File: src/rtl/rv32_rf_multiport.sv
// rv32_rf_multiport: parametrised RV32 integer register file with post-reset clear sweep,
// optional same-cycle write bypass and a sticky out-of-range write flag.
module rv32_rf_multiport #(
    parameter int XLEN       = 32,
    parameter int NREGS      = 32,
    parameter int NRD        = 2,
    parameter int WR_BYPASS  = 1,
    parameter int CLR_ON_RST = 1
) (
    input  logic                clk,
    input  logic                rst,
    input  logic                we_i,
    input  logic [4:0]          rd_addr_i,
    input  logic [XLEN-1:0]     rd_dati_i,
    input  logic [NRD*5-1:0]    rs_addr_i,
    output logic [NRD*XLEN-1:0] rs_dato_o,
    output logic                ready_o,
    output logic                addr_err_o
);
    localparam int CW = $clog2(NREGS);
    localparam logic [5:0] NR = 6'(NREGS);
    localparam logic [CW-1:0] LAST = CW'(NREGS - 1);
    typedef enum logic [1:0] {S_CLR, S_PEND, S_RUN} state_t;
    state_t          state_q;
    logic [CW-1:0]   clr_cnt_q;
    logic            ready_q;
    logic            addr_err_q;
    logic [XLEN-1:0] mem_q [NREGS];
    logic            wr_ok;
    // full 5-bit compare so out-of-range addresses never alias onto low registers
    assign wr_ok = we_i && rd_addr_i != '0 && {1'b0, rd_addr_i} < NR;
    always_ff @(posedge clk) begin
        if (rst) begin
            state_q    <= (CLR_ON_RST != 0) ? S_CLR : S_PEND;
            clr_cnt_q  <= '0;
            ready_q    <= 1'b0;
            addr_err_q <= 1'b0;
        end else begin
            case (state_q)
                S_CLR: begin
                    clr_cnt_q <= clr_cnt_q + 1'b1;
                    if (clr_cnt_q == LAST) begin
                        state_q <= S_RUN;
                        ready_q <= 1'b1;
                    end
                end
                S_PEND: begin
                    state_q <= S_RUN;
                    ready_q <= 1'b1;
                end
                default: if (we_i && {1'b0, rd_addr_i} >= NR) addr_err_q <= 1'b1;
            endcase
        end
    end
    always_ff @(posedge clk) begin
        if (!rst) begin
            if (state_q == S_CLR) mem_q[clr_cnt_q] <= '0;
            else if (state_q == S_RUN && wr_ok) mem_q[rd_addr_i[CW-1:0]] <= rd_dati_i;
        end
    end
    for (genvar k = 0; k < NRD; k++) begin : g_rd
        logic [4:0] a;
        assign a = rs_addr_i[k*5 +: 5];
        assign rs_dato_o[k*XLEN +: XLEN] = (!ready_q || a == '0 || {1'b0, a} >= NR) ? '0 :
                                           (WR_BYPASS != 0 && we_i && rd_addr_i == a) ? rd_dati_i :
                                           mem_q[a[CW-1:0]];
    end
    assign ready_o    = ready_q;
    assign addr_err_o = addr_err_q;
endmodule

File: config.mk
export PLATFORM = sky130hd
export DESIGN_NAME = rv32_rf_multiport
export DESIGN_NICKNAME = d
export VERILOG_FILES = /design/src/rtl/rv32_rf_multiport.sv
export SDC_FILE = /design/constraint.sdc
export NUM_CORES = 1
export LEC_CHECK = 0
export ABC_CLOCK_PERIOD_IN_PS = 8600
export BUFFER_PORTS_ARGS = -buffer_cell sky130_fd_sc_hd__buf_2
export CORE_MARGIN = 2
export CORE_UTILIZATION = 50
export CTS_CLUSTER_SIZE = 25
export DETAILED_ROUTE_END_ITERATION = 10
export GPL_TIMING_DRIVEN = 0
export PLACE_DENSITY = 0.62
export SYNTH_ARGS = -nofsm -noshare
export SYNTH_HDL_FRONTEND = slang
export SYNTH_SLANG_ARGS = --single-unit
File: constraint.sdc
create_clock -name clk -period 8.6 [get_ports clk]
set_input_delay 0.86 -clock clk [delete_from_list [all_inputs] [get_ports clk]]
set_output_delay 0.86 -clock clk [all_outputs]
set_load 0.05 [all_outputs]
==> results_dict.tcl <==
set metrics [dict create \
    outcome "finished clean" \
    finalMaxSlewViolations 0 \
    min_path_type "input port to flop" \
    period_needed_ns 5.60 \
    worst_pin_slew_ns 1.35 \
    cp.required_ns 7.74 \
    post_cts_resized 0 \
    n_fill_cell 7358 \
    cts_root_buf "clkbuf_16" \
    die_h_um 317 \
    path_cells "buf_2 -> clkinv_1 -> clkbuf_1 -> clkbuf_1 -> a221oi_1 -> o21ai_0 -> a21oi_1 -> a221o_1 -> buf_2" \
    seq_area_sq_um 30900 \
    placed_area_sq_um 52200 \
    cts_tree "yes" \
    critPathKind "input port to output port" \
    drv_cap 0 \
    vias_per_cell 7.17 \
    synth.distinct_cells 54 \
    clkSinkCount 1030 \
    post-cts-setup-buffers 0 \
    numCtsBuffers 107 \
    layoutNonFillerInstCount 4501 \
    final_cell_area_sq_um 55700 \
    drive_gt1_share_pct 23.3 \
    rows 114 \
    core_sq_um 97000 \
    dieArea_sq_um 101000 \
    routabilityCongestion 0.947 \
    globalRouteTotalUtil_pct 33.7 \
    syn_inst 2880 \
    hp-start "rst" \
    first_pass_iters 6 \
    nNetsFinal 3186 \
    cp_top_family "buffers and inverters" \
    crit_fanout 10 \
    dp_hpwl_um 120000 \
    grt_overflow 0 \
    syn_avg_cell_area_sq_um 17.0 \
    hold_viol 0 \
    synth_warnings 0 \
    p_clk_share_pct 42.5 \
    p_int_w 0.00848 \
    timing.rr.start "ready_o" \
    antenna_found_initial 5 \
    finClkSkew_ns 0.0169 \
    synthArstFlopShare_pct 0 \
    switchingPower_w 0.00254 \
    switching_share_pct 23.1 \
    hold_path_end "clr_cnt_q[2]" \
    die_x_um 317 \
    ys_seq_elements 1030 \
    syn-cell-area_sq_um 49100 \
    total_power_w 0.0110 \
    vias 32294 \
    worst_r2r_endpoint "mem_q[28][11]" \
    clkLatencyLatePin_ns 0.70 \
    leakagePower_nw 18.1 \
    post-place-cells 4301 \
    fmax_mhz 179 \
    crit_arrival_ns 4.74 \
    synth_ff_type "edfxtp_1" \
    reg2regPathDepth 6 \
    sequentialPowerShare_pct 49.8 \
    finalWirelength_um 169000 \
    initial_core_util_pct 50.6 \
    cts_hold_buf 0 \
    end_kind "output port" \
    multiInputGateArea_sq_um 17200 \
    grt_start_max_net_pins 33 \
    ir_drop_mv 0.186 \
    setup_tns_ns 0 \
    grt_pass1_vias 32368 \
    drt_iter0_markers 4070 \
    crit_cells 9 \
    path_buf_inv 5 \
    grt_pass1_wl_um 236000 \
    setup_violations 0 \
    area_growth_pct 13.5 \
    clk_path_buf_depth 3 \
    seq_area_frac_synth_pct 62.9 \
    fin_crit_sh_pct 65.1 \
    hold-path-cell-count 2 \
    rsz0062_at_grt "false" \
    final_util_pct 57.4 \
    comb_power_share_pct 7.7 \
    path_clk_slew_ns 0.06 \
    drt-wirelength-per-cell_um 37.6 \
    antenna_left 0 \
    cpPeakStageDelay_ns 0.59 \
    startpoint_type "input port" \
    synth-edff-count 1024 \
    p_per_area_nw_per_um2 198 \
    portBuffers 105 \
    maxSlewHeadroom_pct 9.75 \
    slowest_stage "a21oi_1" \
    post-route-drc-count 0 \
    pin_count 116 \
    cts-htree-levels 3 \
    syn_nets 2932 \
    regToRegSetupSlack_ns 4.68 \
]
## flip-flops by register name, indices dropped and copies added, names as in the netlist
name       flops
clr_cnt_q      5
mem_q       1024
ready_o        1
## Yosys cell counts, types with 33 or more instances
master	n	area share [%]
a21oi_1	156	1.6
buf_4	43	0.66
o21ai_0	94	0.96
nand2b_1	35	0.45
mux2i_1	447	9.1
a22oi_1	63	0.96
and2_1	33	0.42
nor3_1	37	0.38
mux4_2	293	13
buf_2	54	0.55
a221oi_1	188	3.4
clkbuf_1	117	0.90
nor2_1	44	0.34
edfxtp_1	1024	63
## power by group through the flow
stage	combinational (W)	sequential (W)	clock, W
after floorplan	0.000515	0.00559	0
after global placement	0.000802	0.00560	0
after detailed placement	0.000827	0.00559	0
after CTS	0.000829	0.00549	0.00470
after global routing	0.000872	0.00549	0.00489
final	0.000850	0.00549	0.00469
## through the flow
step / hold slack (ns) / worst slack [ns]
after floorplan: 0.537 / 3.84
after global placement: 0.554 / 0.747
after detailed placement: 0.628 / 3.28
after CTS: 0.547 / 3.27
after global routing: 0.600 / 3.08
final: 0.583 / 3.00
## layout by cell type (no fill, tap or decap), types with 31 or more instances in the layout
master        n
clkbuf_1    132
mux2i_1     447
nor3_1       35
o21ai_0      94
edfxtp_1   1024
a22o_1       31
o22a_1       31
nand2b_1     35
and2_1       32
a211o_1      31
a221o_1      31
buf_4        43
a21oi_1     156
clkbuf_16   111
a221oi_1    188
a22oi_1      63
buf_2       159
mux4_2      293
## how the worst max path moves through the flow
stage	start	to	slack [ns]
after floorplan	rd_addr_i[4]	mem_q[11][0]	3.84
after global placement	rd_addr_i[4]	mem_q[11][12]	0.75
after detailed placement	rs_addr_i[9]	rs_dato_o[52]	3.28
after CTS	rs_addr_i[9]	rs_dato_o[52]	3.27
after global routing	rs_addr_i[4]	rs_dato_o[20]	3.08
final	rs_addr_i[9]	rs_dato_o[49]	3.00
## routing by layer
metal | part of all wire (%) | global-route usage, %
met4 | 3.9 | 13.5
met2 | 47 | 53.2
met5 | 0.019 | 0
met3 | 12 | 9.01
met1 | 37 | 44.7
## area by class of cell
class / instances / share of cell area [%]
tap: 1276 / 2.87
inverter: 9 / 0.0606
sequential: 1030 / 55.4
multi-input combinational: 1600 / 30.9
clock buffer: 126 / 5.09
timing repair buffer: 145 / 2.36
clock inverter: 71 / 1.17
antenna: 3 / 0.0135
buffer: 241 / 2.17
## cells by family (layout without fill, tap and decap cells)
logic type | Yosys count | in the layout | share of synthesized area, %
AND/OR/NAND/NOR | 200 | 200 | 2.13
other | 1 | 4 | 0.00764
adder cells (fa/ha/maj) | 2 | 2 | 0.0510
buffers and inverters | 250 | 592 | 2.53
flip-flops | 1030 | 1030 | 62.9
multiplexers | 745 | 745 | 22.7
XOR/XNOR | 13 | 13 | 0.232
AO/OA/AOI/OAI | 639 | 639 | 9.42
Note: power is estimated with default switching activity, not from simulation.
